==> src/rtl/note_envelope_pkg.sv <==
// Shared types and constants for the ADSR envelope stage that sits between
// the tone LUT and the I2S output.
package note_envelope_pkg;

  typedef enum logic [2:0] {
    IDLE    = 3'd0,
    ATTACK  = 3'd1,
    DECAY   = 3'd2,
    SUSTAIN = 3'd3,
    RELEASE = 3'd4
  } env_state_t;

  // Note codes at or above this value mean silence (gate off).
  localparam int NOTE_COUNT = 12;

endpackage

==> src/rtl/env_scale.sv <==
// Registered amplitude scaler: y_out = (y_in * level) >>> level_width,
// updated only on the per-sample tick.
module env_scale #(
  parameter int y_width     = 16,
  parameter int level_width = 8
) (
  input  logic                        clk,
  input  logic                        reset_n,
  input  logic                        tick,
  input  logic signed [y_width-1:0]   y_in,
  input  logic [level_width-1:0]      level,
  output logic signed [y_width-1:0]   y_out
);

  // Level is unsigned, so a zero sign bit is prepended before the signed multiply.
  logic signed [y_width+level_width:0] product;

  assign product = y_in * $signed({1'b0, level});

  // NOTE: sequential state is written with non-blocking (<=) assignments only,
  // so every flop samples the pre-edge values of its inputs.
  always_ff @(posedge clk) begin
    if (!reset_n) begin
      y_out <= '0;
    end else if (tick) begin
      y_out <= y_width'(product >>> level_width);
    end
  end

endmodule

==> src/rtl/note_envelope.sv <==
// ADSR amplitude envelope: gate derived from the note code, level stepped
// once per sample tick, sample scaled by the pre-update level.
module note_envelope
  import note_envelope_pkg::*;
#(
  parameter int y_width       = 16,
  parameter int note_width    = 4,
  parameter int level_width   = 8,
  parameter int attack_step   = 8,
  parameter int decay_step    = 2,
  parameter int sustain_level = 160,
  parameter int release_step  = 1
) (
  input  logic                        clk,
  input  logic                        reset_n,
  input  logic                        sample_tick,
  input  logic [note_width-1:0]       note,
  input  logic signed [y_width-1:0]   y_in,
  output logic signed [y_width-1:0]   y_out,
  output logic [level_width-1:0]      level,
  output logic                        busy
);

  localparam logic [level_width:0] FULL = {1'b0, {level_width{1'b1}}};
  localparam logic [level_width:0] ATT  = (level_width + 1)'(attack_step);
  localparam logic [level_width:0] DEC  = (level_width + 1)'(decay_step);
  localparam logic [level_width:0] REL  = (level_width + 1)'(release_step);
  localparam logic [level_width:0] SUS  = (level_width + 1)'(sustain_level);

  env_state_t             state, state_nxt;
  logic [level_width-1:0] level_nxt;
  logic [note_width-1:0]  note_q;
  logic                   gate, retrigger;

  // One bit of headroom so add/subtract results expose overflow and borrow.
  logic [level_width:0]   lvl_ext, lvl_up, lvl_dec, lvl_rel;

  assign gate      = (32'(note) < NOTE_COUNT);
  assign retrigger = gate && ((state == IDLE) || (state == RELEASE) || (note != note_q));
  assign busy      = (state != IDLE);

  assign lvl_ext = {1'b0, level};
  assign lvl_up  = lvl_ext + ATT;
  assign lvl_dec = lvl_ext - DEC;
  assign lvl_rel = lvl_ext - REL;

  // NOTE: every output of this block is given a default first, so no path
  // leaves a value unassigned and no latch is inferred.
  always_comb begin
    state_nxt = state;
    level_nxt = level;
    if (!gate && (state == ATTACK || state == DECAY || state == SUSTAIN)) begin
      state_nxt = RELEASE;
    end else if (retrigger) begin
      state_nxt = ATTACK;
    end else begin
      unique case (state)
        ATTACK: begin
          if (lvl_up >= FULL) begin
            level_nxt = FULL[level_width-1:0];
            state_nxt = DECAY;
          end else begin
            level_nxt = lvl_up[level_width-1:0];
          end
        end
        DECAY: begin
          // MSB set means the subtraction borrowed past zero.
          if (lvl_dec[level_width] || (lvl_dec <= SUS)) begin
            level_nxt = SUS[level_width-1:0];
            state_nxt = SUSTAIN;
          end else begin
            level_nxt = lvl_dec[level_width-1:0];
          end
        end
        SUSTAIN: level_nxt = level;
        RELEASE: begin
          if (lvl_rel[level_width] || (lvl_rel == '0)) begin
            level_nxt = '0;
            state_nxt = IDLE;
          end else begin
            level_nxt = lvl_rel[level_width-1:0];
          end
        end
        default: level_nxt = '0;
      endcase
    end
  end

  // NOTE: only control registers are reset; there is no storage array here
  // that would need clearing.
  always_ff @(posedge clk) begin
    if (!reset_n) begin
      state  <= IDLE;
      level  <= '0;
      note_q <= '0;
    end else if (sample_tick) begin
      state  <= state_nxt;
      level  <= level_nxt;
      note_q <= note;
    end
  end

  env_scale #(
    .y_width     (y_width),
    .level_width (level_width)
  ) u_scale (
    .clk     (clk),
    .reset_n (reset_n),
    .tick    (sample_tick),
    .y_in    (y_in),
    .level   (level),
    .y_out   (y_out)
  );

endmodule
==> config.mk <==
export PLATFORM = sky130hd
export DESIGN_NAME = note_envelope
export DESIGN_NICKNAME = d
export VERILOG_FILES = /design/src/rtl/note_envelope_pkg.sv /design/src/rtl/env_scale.sv /design/src/rtl/note_envelope.sv
export SDC_FILE = /design/constraint.sdc
export NUM_CORES = 1
export LEC_CHECK = 0
export BUFFER_PORTS_ARGS = -buffer_cell sky130_fd_sc_hd__buf_4
export CAP_MARGIN = 20
export CELL_PAD_IN_SITES_DETAIL_PLACEMENT = 0
export CELL_PAD_IN_SITES_GLOBAL_PLACEMENT = 2
export CORE_MARGIN = 2
export CORE_UTILIZATION = 42
export CTS_CLUSTER_SIZE = 12
export DETAILED_ROUTE_END_ITERATION = 12
export GPL_TIMING_DRIVEN = 0
export HOLD_SLACK_MARGIN = 0.12
export PLACE_DENSITY_LB_ADDON = 0.15
export SYNTH_ARGS = -nofsm -noshare
export SYNTH_HDL_FRONTEND = slang
export SYNTH_SLANG_ARGS = --single-unit
==> constraint.sdc <==
create_clock -name clk -period 7.95 [get_ports clk]
set_clock_uncertainty 0.05 [all_clocks]
set_input_delay 0.795 -clock clk [delete_from_list [all_inputs] [get_ports clk]]
set_output_delay 0.795 -clock clk [all_outputs]
set_load 0.01 [all_outputs]
## Word level (Yosys, flattened, before mapping)

Index checks and enable logic that the tools add are counted.
Widths: inputs -> output; s select.

- Flip-flop bits (word level): 31
- Latch bits: 0
- Bits in writable memories: 0
- ROM bits: 0
- Bits of input ports: 23
- Output and inout port bits: 25
- Logic and storage cells: 47
- Memories kept: 0

- Add/sub/neg operators: 3
- $mul: 1
- Divide/modulo/power cells: 0
- Order comparisons: 3
- Equal/unequal tests: 8
- Shift-type cells: 0
- Muxes and demuxes: 10
- Bitwise gates (word level): 3
- Reduce and logical (&&, ||, !) cells: 15

Operator list:

| cell | number |
|---|---|
| $pmux 8 s4 | 1 |
| $mul 16x9->24 | 1 |
| $mux 8 | 3 |
| $mux 3 | 5 |
| $ne 4x2->1 const B | 3 |
| $add 8x4->9 const B | 1 |
| $ge 9x8->1 const B | 1 |
| $le 9x8->1 const B | 1 |
| $logic_not 9->1 | 1 |
| $pmux 3 s3 | 1 |
| $sub 8x1->9 const B | 1 |
| $sub 8x2->9 const B | 1 |
| $eq 3x2->1 const B | 2 |
| $logic_or 1x1->1 | 6 |
| $reduce_and 5->1 | 1 |
| $reduce_bool 5->1 | 1 |
| $lt 4x4->1 const B | 1 |
| $ne 4x4->1 | 1 |
| $reduce_and 4->1 | 1 |
| $eq 3x1->1 const B | 1 |
| $eq 3x3->1 const B | 1 |
| $logic_not 3->1 | 1 |
| $not 1->1 | 3 |
| $reduce_bool 3->1 | 1 |
| other kinds (2) | 3 |

## Depth between registers and ports, before layout

Gate-level depths: netlist of the first run.

- Depth in word-level cells: 7
- Gate-level depth with buffers: 20
- Mapped depth without buffers: 17

## Modules after synthesis

Synthesis of the first run repeated with hierarchy kept, for this count alone.

- Cells, all modules: 751
- Area total of the unflattened synthesis: 6426.2 um^2

By module, submodules not included:

| module | times used | cells an instance | area an instance (um^2) | sequential area each (um^2) |
|---|---|---|---|---|
| env_scale | 1 | 562 | 4888.4 | 320.3 |
| note_envelope | 1 | 189 | 1537.7 | 300.3 |

## Worst setup path after synthesis of the first run

OpenSTA, ideal clock, no wires.

- Path type: reg2reg
- Start: register level[5]
- End: register u_scale.y_out[12]
- Library setup time: 0.122 ns
- Arrival time: 5.376 ns
- Required time: 7.778 ns
- Slack: 2.402 ns
- Cell stages (with the launch flop): 20
- Buffers on the path: 3
- Period minus slack after synthesis: 5.548 ns
- Path through: dfxtp_1 clkbuf_1 clkbuf_1 clkbuf_1 nand2_1 fa_1 inv_1 fa_1 fa_1 inv_1 fa_1 inv_1 ha_1 a21o_1 a221o_1 a21o_1 a211oi_1 o21ai_1 nor4b_1 a311o_1

- Cells in the longest elaborated chain, start to end: 1

RTL lines:

| element | line | source |
|---|---|---|
| start: declaration | note_envelope.sv:20 | `output logic [level_width-1:0] level,` |
| start signal: assignment | note_envelope.sv:98 | `level <= level_nxt;` |
| $mul 16x9->24 | env_scale.sv:18 | `assign product = y_in * $signed({1'b0, level});` |
| end signal: assignment | env_scale.sv:26 | `y_out <= y_width'(product >>> level_width);` |
| end: declaration | env_scale.sv:12 | `output logic signed [y_width-1:0] y_out` |

No other way between the ends.
A chain may end at the register's enable or synchronous reset.

## Worst setup path in the final report of the first run

- Start: register level[5]
- End: register u_scale.y_out[9]

Same word-level chain as after synthesis.

==> results.yml, run 1 <==
status:
  status: "complete, no violations"
sta:
  whs_ns: 0.4027
  finalSetupViolCount: 0
  period_minus_slack_ns: 6.686
  max_freq_mhz: 149.6
  finalSetupTns_ns: 0
  maxSlewHeadroom_pct: 39.48
  hold_viol_final: 0
  worstMarginPinSlew_ns: 0.9058
  rsz0062_at_grt: "false"
  finalCritPeriodShare_pct: 84.10
  slew_viol_final: 0
worst_setup_path:
  arrival_ns: 6.79
  path_cells: "clkbuf_1 -> clkbuf_1 -> clkbuf_1 -> nand2_1 -> fa_1 -> inv_1 -> fa_1 -> fa_1 -> inv_1 -> fa_1 -> inv_1 -> ha_1 -> and3_1 -> a221oi_2 -> nor2b_1 -> o31ai_1 -> o221ai_1 -> nand4b_1 -> o211ai_1"
  reg2reg_from: "level[5]"
  worstSetupStartpointType: "flip-flop"
  cp_num_buf_inv: 6
  reg2regPathDepth: 19
  worstReg2RegEnd: "u_scale.y_out[9]"
  regToRegSetupSlack_ns: 1.26
  worstPathRequired_ns: 8.05
  cp_slowest_cell: "o31ai_1"
  setup.worst_path.end_class: "flip-flop"
  cp_max_fo: 10
  critical_path_class: "reg -> reg"
  critPathMaxStageDelay_ns: 0.57
  crit_family: "adder cells"
  path_common_cell: "fa_1"
yosys:
  synth_nets: 956
  syn_avg_cell_area_sq_um: 8.431
  seq_area_frac_synth_pct: 9.437
  synthesis.instances: 780
  yosysTopAreaCell: "fa_1"
  yosysMostFrequentCell: "inv_1"
  synth_edf_count: 0
  ys_seq_elements: 31
  async_flop_share_pct: 0
  synthTopCellsByArea: "fa_1 (30%), ha_1 (10%), dfxtp_1 (9.4%)"
  ys_types: 79
  synth_ff_type: "dfxtp_1"
  yosys_warnings: 0
  syn-cell-area_sq_um: 6576
  synth.top_cell.area_share_pct: 30.14
  synth_common_cells: "inv_1 (154), fa_1 (99), nand2_1 (87), and2_1 (60), ha_1 (54)"
pwr:
  swShare_pct: 29.29
  leakagePower_nw: 3.661
  p_int_mw: 0.3620
  ir_drop_uv: 91.97
  combPwrFrac_pct: 23.7
  seqPwrFrac_pct: 32.2
  power-per-cell-area_nw_per_um2: 69.50
  p_clk_share_pct: 44.1
  switchingPower_mw: 0.1500
clocking:
  post-cts-setup-buffer-count: 0
  tritoncts: "yes"
  hold_buffers: 0
  cts_resized: 0
  clock_latency_ns: 0.28
  htreeDepth: 2
  clkTransAtPathRegs_ns: 0.05
  cts_buffers: 5
  max-clock-path-buffers: 2
  root_buffer: "clkbuf_16"
  cts_sinks: 31
placed_design:
  dp_hpwl_um: 13970
  placement.io_buffers: 47
  finalWeightedCongestion: 0.8654
  placed_cells: 1038
global_route:
  grt_pass1_wl_um: 29740
  grtUsageTotal_pct: 22.66
  grt_max_degree: 11
  grt_pass1_vias: 5706
  antenna_found_initial: 0
  grt_overflow: 0
floorplan:
  die_height_um: 129.1
  core_sq_um: 15260
  dieArea_sq_um: 16670
  die_w_um: 129.1
  io_pins: 48
  fp-row-count: 45
  start_util_pct: 43.10
layout:
  diodes: 0
  num-fill-cells: 1524
  drive_gt1_share_pct: 10.06
  fin_cells: 1046
  fin_util_pct: 48.28
  area_growth_pct: 12.02
  finalNetCount: 1010
drt:
  first_pass_iters: 5
  drt-total-wl_um: 17370
  vias_per_cell: 5.278
  ant_nets: 0
  wl_per_cell_um: 16.60
  vias: 5521
  drc: 0
  detail_route.iter0.violations: 346
min_path:
  hold_path_end: "u_scale.y_out[13]"
  hold_depth: 2
  hold_path.class: "reg -> reg"
  hold_path_startpoint: "u_scale.y_out[13]"
job:
  maxCapViolCount: 0
==> layer usage <==
layer	global-route usage [%]	up-vias	share of wire (%)
met1	33.27	2749	48
met2	37.15	139	47
met4	3.517	0	1.4
li1	-	2615	-
met3	2.106	18	4.1
met5	0	-	0
==> worst register-to-register path, stage by stage, from the launching register on <==
cell and delay, ns:
dfxtp_1 0.49, clkbuf_1 0.35, clkbuf_1 0.56, clkbuf_1 0.48, nand2_1 0.15, fa_1 0.56, inv_1 0.05, fa_1 0.46
fa_1 0.55, inv_1 0.06, fa_1 0.55, inv_1 0.05, ha_1 0.34, and3_1 0.24, a221oi_2 0.38, nor2b_1 0.15
o31ai_1 0.57, o221ai_1 0.27, nand4b_1 0.15, o211ai_1 0.10
==> kinds of logic after synthesis <==
family / after synthesis / share of synthesized area [%]
AO/OA/AOI/OAI: 123 / 14.65
multiplexers: 9 / 1.370
buffers and inverters: 186 / 10.86
XOR/XNOR: 25 / 3.330
flip-flops: 31 / 9.437
AND/OR/NAND/NOR: 252 / 19.79
adder cells (fa/ha/maj): 154 / 40.56
==> layout make-up <==
cell class	instances	area, sq um	share of cell area (%)
Timing Repair Buffer	47	352.8	4.789
Clock inverter	2	35.03	0.4755
Inverter	155	581.8	7.897
Sequential cell	31	620.6	8.424
Clock buffer	6	138.9	1.885
Buffer	31	132.6	1.800
Tap cell	211	264.0	3.584
Multi-Input combinational cell	563	5241	71.14
==> worst max path at each step <==
stage / slack (ns) / end / startpoint / depth (start not counted)
after floorplan: 2.40 / u_scale.y_out[12] / level[5] / 19
after global placement: 1.31 / u_scale.y_out[9] / level[5] / 19
after detailed placement: 1.29 / u_scale.y_out[15] / level[5] / 19
after CTS: 1.22 / u_scale.y_out[9] / level[5] / 19
after global routing: 0.78 / u_scale.y_out[9] / level[5] / 19
final: 1.26 / u_scale.y_out[9] / level[5] / 19
==> registers in the layout (all words and copies together) (netlist names) <==
signal / cells
note_q: 4
level: 8
state: 3
u_scale.y_out: 16
==> cells in the final DEF, fill, tap and decap left out, drive strengths merged, types with 5 or more instances in the layout <==
cell / n
a31oi: 5
buf: 55
fa: 99
a211oi: 6
a21oi: 18
xor2: 8
o31ai: 11
and2: 60
o21ai: 32
dfxtp: 31
ha: 54
and3: 9
nor3: 13
nor2: 38
nand3: 14
inv: 154
mux2i: 9
a21o: 6
nand2: 88
xnor2: 17
a21boi: 5
clkbuf: 29
==> power by group through the flow <==
stage	Clock, mW	Sequential [mW]	Combinational, mW
CTS	0.229	0.165	0.122
detailed placement	0	0.168	0.122
global placement	0	0.168	0.120
global route	0.234	0.165	0.137
floorplan	0	0.168	0.0737
finish	0.226	0.165	0.121
==> metrics by stage <==
stage	instance area [sq um]	power (mW)	worst slack [ns]
2_1_floorplan	6576	0.2416	2.402
4_1_cts	7367	0.5158	1.220
6_report	7367	0.5120	1.264
5_1_grt	7367	0.5367	0.7758
3_5_place_dp	7193	0.2899	1.287
3_3_place_gp	7193	0.2878	1.311
No activity file was read; power rests on OpenSTA's default activity.
==> run 2, diff against run 1 <==
Settings changed: CORE_UTILIZATION 42 to 35.
Clock period 7.95 ns to 5.7 ns, I/O delays scaled along.
==> results.yml, run 2 (synthesis results as in run 1) <==
status:
  status: "complete, no violations"
global_route:
  antenna_found_initial: 0
  grt_overflow: 0
  grt_max_degree: 20
  grt_pass1_wl_um: 30950
  grtUsageTotal_pct: 19.65
  grt_pass1_vias: 5777
layout:
  drive_gt1_share_pct: 11.62
  regArea_sq_um: 623.1
  area_growth_pct: 12.71
  diodes: 0
  layout_commonest_cell: "inv_1"
  top_register: "u_scale.y_out"
  largest_reg_flops: 16
  multi_input_area_sq_um: 5249
  num-fill-cells: 1967
  largestRegisters: "u_scale.y_out: 16 flops, level: 8 flops, note_q: 4 flops"
  layout_common_cells: "inv_1 (154), fa_1 (99), nand2_1 (87)"
  final_area_sq_um: 7412
  finalNetCount: 1001
sta:
  maxSlewHeadroom_pct: 39.78
  max_freq_mhz: 186.7
  finalCritPeriodShare_pct: 93.95
  period_minus_slack_ns: 5.355
  slew_viol_final: 0
  finalSetupViolCount: 0
  timing.final.ws_setup_ns: 0.3450
  rsz0062_at_grt: "false"
  worstMarginPinSlew_ns: 0.9013
  hold_viol_final: 0
  whs_ns: 0.4302
pwr:
  p_clk_share_pct: 43.9
  power-per-cell-area_nw_per_um2: 96.43
  ir_drop_uv: 159.0
  p_int_mw: 0.5065
  seqPwrFrac_pct: 32.2
  switchingPower_mw: 0.2083
  leakagePower_nw: 3.674
  swShare_pct: 29.14
  combPwrFrac_pct: 23.9
worst_setup_path:
  regToRegSetupSlack_ns: 0.35
  setup.worst_path.end_class: "flip-flop"
  path_common_cell: "fa_1"
  path_cells: "clkbuf_4 -> nand2_1 -> fa_1 -> inv_1 -> fa_1 -> fa_1 -> inv_1 -> fa_1 -> inv_1 -> ha_2 -> a21o_1 -> a221o_1 -> a21o_1 -> a211oi_1 -> o21ai_1 -> nor4b_1 -> a311o_1"
  worstPathRequired_ns: 5.81
  cp_slowest_cell: "fa_1"
  critical_path_class: "reg -> reg"
  arrival_ns: 5.46
  worstSetupStartpointType: "flip-flop"
  cp_max_fo: 19
  critPathMaxStageDelay_ns: 0.56
placed_design:
  placement.io_buffers: 47
  place_ws_ns: -1.168
  placed_area_sq_um: 7222
  dp_hpwl_um: 15040
  finalWeightedCongestion: 0.8156
clocking:
  tritoncts: "yes"
  hold_buffers: 0
  cts_sinks: 31
  root_buffer: "clkbuf_16"
  clock_latency_ns: 0.27
  cts_buffers: 5
  clkTransAtPathRegs_ns: 0.05
  htreeDepth: 2
  max-clock-path-buffers: 2
  post-cts-setup-buffer-count: 0
drt:
  wl_per_cell_um: 16.71
  ant_nets: 0
  drc: 0
  vias_per_cell: 5.075
  vias: 5380
  detail_route.iter0.violations: 223
  first_pass_iters: 4
  drt-total-wl_um: 17710
floorplan:
  dieArea_sq_um: 19900
  io_pins: 48
  core_sq_um: 18580
  fp-row-count: 50
  die_w_um: 141.1
  start_util_pct: 35.39
  die_height_um: 141.1
min_path:
  hold_path.class: "reg -> reg"
job:
  maxCapViolCount: 0
-- run 2: cell types whose count changed in the layout (fill, tap and decap cells not counted), moves of 2 or more --
cell | before | now
dfxtp_2 | 0 | 2
clkbuf_4 | 0 | 5
clkbuf_1 | 23 | 7
clkbuf_2 | 0 | 2
dfxtp_1 | 31 | 29
-- run 2: routing by layer --
metal,GRT usage [%],vias up,share of wire [%]
li1,-,2602,-
met1,26.82,2686,45
met2,34.64,80,50
met4,3.368,0,1.1
met3,1.529,12,3.8
met5,0,-,0
-- run 2: metrics by stage --
step | setup TNS (ns) | utilization, % | instances | power, mW
after floorplan | 0 | - | 780 | 0.3369
after global placement | -11.77 | 38.87 | 1061 | 0.4045
after detailed placement | -12.47 | 38.87 | 1061 | 0.4068
after CTS | 0 | 39.96 | 1065 | 0.7272
after global routing | 0 | 39.89 | 1060 | 0.7575
final | 0 | 39.89 | 1060 | 0.7148
-- run 2: power by group through the flow --
stage / clock [mW] / sequential, mW / combinational (mW)
after CTS: 0.323 / 0.230 / 0.175
after global placement: 0 / 0.234 / 0.170
after floorplan: 0 / 0.234 / 0.103
final: 0.314 / 0.230 / 0.171
after global routing: 0.332 / 0.231 / 0.195
after detailed placement: 0 / 0.235 / 0.172
-- run 2: area by class of cell --
cell class / instances / area share, %
timing repair buffer: 47 / 4.760
buffer: 22 / 1.874
sequential: 31 / 8.406
clock inverter: 2 / 0.4727
multi-input combinational: 563 / 70.81
inverter: 155 / 7.849
tap: 234 / 3.950
clock buffer: 6 / 1.874
-- run 2: path summary, 6_finish.rpt --
path	from	to	cells past startpoint
worst max-delay path	level[2]	u_scale.y_out[12]	17
worst min-delay path	u_scale.y_out[13]	u_scale.y_out[13]	2
worst max register to register	level[2]	u_scale.y_out[12]	17
worst min register to register	u_scale.y_out[13]	u_scale.y_out[13]	2
-- run 2: critical path: cells and delay by family (launching register included) --
kind,cells,cell delay [ns]
AO/OA/AOI/OAI,6,1.49
flip-flops,1,0.46
buffers and inverters,4,0.53
AND/OR/NAND/NOR,2,0.28
adder cells (fa/ha/maj),5,2.41
-- run 2: timing repair --
action / in CTS / in global routing
setup endpoints to repair: 16 / 10
hold endpoints to repair: 0 / 0
resized for setup: 21 / 11
pin swaps: 0 / 0
==> run 3, diff against run 2 <==
--- a/config.mk
+++ b/config.mk
@@ -17,3 +17,3 @@
 export HOLD_SLACK_MARGIN = 0.12
-export PLACE_DENSITY_LB_ADDON = 0.15
+export PLACE_DENSITY = 0.82
 export SYNTH_ARGS = -nofsm -noshare
==> constraint.sdc (replaced) <==
create_clock -name clk -period 5.7 [get_ports clk]
set_clock_uncertainty 0.05 [all_clocks]
set_input_delay 1.14 -clock clk [delete_from_list [all_inputs] [get_ports clk]]
set_output_delay 1.14 -clock clk [all_outputs]
set_load 0.01 [all_outputs]
==> results.yml, run 3 (synthesis results as in run 1) <==
worst_setup_path:
  worstSetupStartpointType: "primary input"
  cp_max_fo: 8
  path_common_cell: "fa_1"
  critical_path_class: "in -> reg"
  path_cells: "buf_4 -> and2_1 -> fa_1 -> fa_1 -> fa_1 -> inv_1 -> fa_1 -> inv_1 -> ha_1 -> and2_1 -> a221o_1 -> a21o_1 -> a211oi_1 -> o21ai_1 -> nor4b_1 -> a311o_1"
  setup.worst_path.end_class: "flip-flop"
  arrival_ns: 5.62
  cp_slowest_cell: "fa_1"
  worstPathRequired_ns: 5.81
  critPathMaxStageDelay_ns: 0.55
sta:
  finalCritPeriodShare_pct: 96.63
  finalSetupViolCount: 0
  max_freq_mhz: 181.6
  whs_ns: 0.4261
  hold_viol_final: 0
  slew_viol_final: 0
  rsz0062_at_grt: "true"
  period_minus_slack_ns: 5.508
  worstMarginPinSlew_ns: 0.9176
  maxSlewHeadroom_pct: 38.70
pwr:
  p_int_mw: 0.5063
  combPwrFrac_pct: 23.8
  p_clk_share_pct: 43.9
  switchingPower_mw: 0.2053
  seqPwrFrac_pct: 32.3
  leakagePower_nw: 3.688
  swShare_pct: 28.85
  power-per-cell-area_nw_per_um2: 95.67
  ir_drop_uv: 92.95
drt:
  vias: 5392
  first_pass_iters: 5
  detail_route.iter0.violations: 243
  ant_nets: 0
  vias_per_cell: 5.072
  drc: 0
  drt-total-wl_um: 16750
  wl_per_cell_um: 15.76
status:
  status: "complete, no violations"
clocking:
  root_buffer: "clkbuf_16"
  max-clock-path-buffers: 2
  hold_buffers: 0
  cts_buffers: 5
  clkTransAtPathRegs_ns: 0.05
  post-cts-setup-buffer-count: 0
  clock_latency_ns: 0.28
  cts_sinks: 31
  tritoncts: "yes"
  htreeDepth: 2
layout:
  final_area_sq_um: 7438
  layout_common_cells: "inv_1 (154), fa_1 (99), nand2_1 (87)"
  fin_util_pct: 40.03
  layout_commonest_cell: "inv_1"
  top_register: "u_scale.y_out"
  largestRegisters: "u_scale.y_out: 16 flops, level: 8 flops, note_q: 4 flops"
  largest_reg_flops: 16
  finalNetCount: 1004
  drive_gt1_share_pct: 12.06
  area_growth_pct: 13.11
  diodes: 0
global_route:
  grt_pass1_wl_um: 28740
  grt_pass1_vias: 5523
  antenna_found_initial: 0
  grt_max_degree: 20
  grtUsageTotal_pct: 17.97
  grt_overflow: 0
floorplan:
  die_w_um: 141.1
  core_sq_um: 18580
  start_util_pct: 35.39
  die_height_um: 141.1
  dieArea_sq_um: 19900
  io_pins: 48
  fp-row-count: 50
placed_design:
  finalWeightedCongestion: 0.8184
  placed_area_sq_um: 7222
  dp_hpwl_um: 13910
  placement.io_buffers: 47
min_path:
  hold_path.class: "reg -> reg"
job:
  maxCapViolCount: 0
-- run 3: cell count changes in the layout (fill, tap and decap cells not counted), sizes merged --
cell	delta
clkbuf	+2
buf	+1
-- run 3: layer usage --
layer	track usage, %	up-vias	part of all wire (%)
met5	0	-	0
met4	2.000	0	0.71
met3	1.461	8	2.5
met2	32.24	83	50
met1	24.44	2700	46
li1	-	2601	-
-- run 3: worst max-delay path: cells and delay by family --
kind / cells / cell delay [ns]
adder cells (fa/ha/maj): 5 / 2.41
AO/OA/AOI/OAI: 5 / 1.27
AND/OR/NAND/NOR: 3 / 0.56
buffers and inverters: 3 / 0.24
-- run 3: per-stage QoR --
step | setup TNS (ns) | cells | total power [mW] | setup slack, ns
floorplan | 0 | 780 | 0.3369 | 0.1520
global placement | -8.507 | 1061 | 0.4031 | -0.9604
detailed placement | -8.524 | 1061 | 0.4037 | -0.9555
CTS | 0 | 1064 | 0.7228 | 0.04208
global route | -0.03942 | 1063 | 0.7528 | -0.03079
finish | 0 | 1063 | 0.7116 | 0.1922
-- run 3: timing repair --
action | in CTS | in global routing
hold endpoints to repair | 0 | 0
cloned | 0 | 0
endpoints found under the setup margin | 16 | 10
resized for setup | 19 | 13
pin swaps | 0 | 2
-- run 3: layout make-up --
cell class              count  area (sq um)
plain buffers              25         147.6
well taps                 234         292.8
repair buffers             47         352.8
inverters                 155         581.8
fillers                  1956         11140
clock buffers               6         138.9
multi-input cells         563          5264
flip-flops and latches     31         625.6
clock inverters             2         35.03
-- run 3: worst paths after layout --
check | start | end | slack (ns) | cells after the start
max | y_in[9] | u_scale.y_out[12] | 0.19 | 16
min | u_scale.y_out[14] | u_scale.y_out[14] | 0.43 | 2
max reg2reg | level[3] | u_scale.y_out[12] | 0.24 | 18
min reg2reg | u_scale.y_out[14] | u_scale.y_out[14] | 0.43 | 2
-- run 3: power groups by stage --
stage,registers (mW),logic (mW),clock network [mW]
2_1_floorplan,0.234,0.103,0
3_3_place_gp,0.234,0.169,0
3_5_place_dp,0.234,0.169,0
4_1_cts,0.230,0.171,0.321
5_1_grt,0.230,0.192,0.330
6_report,0.230,0.169,0.312
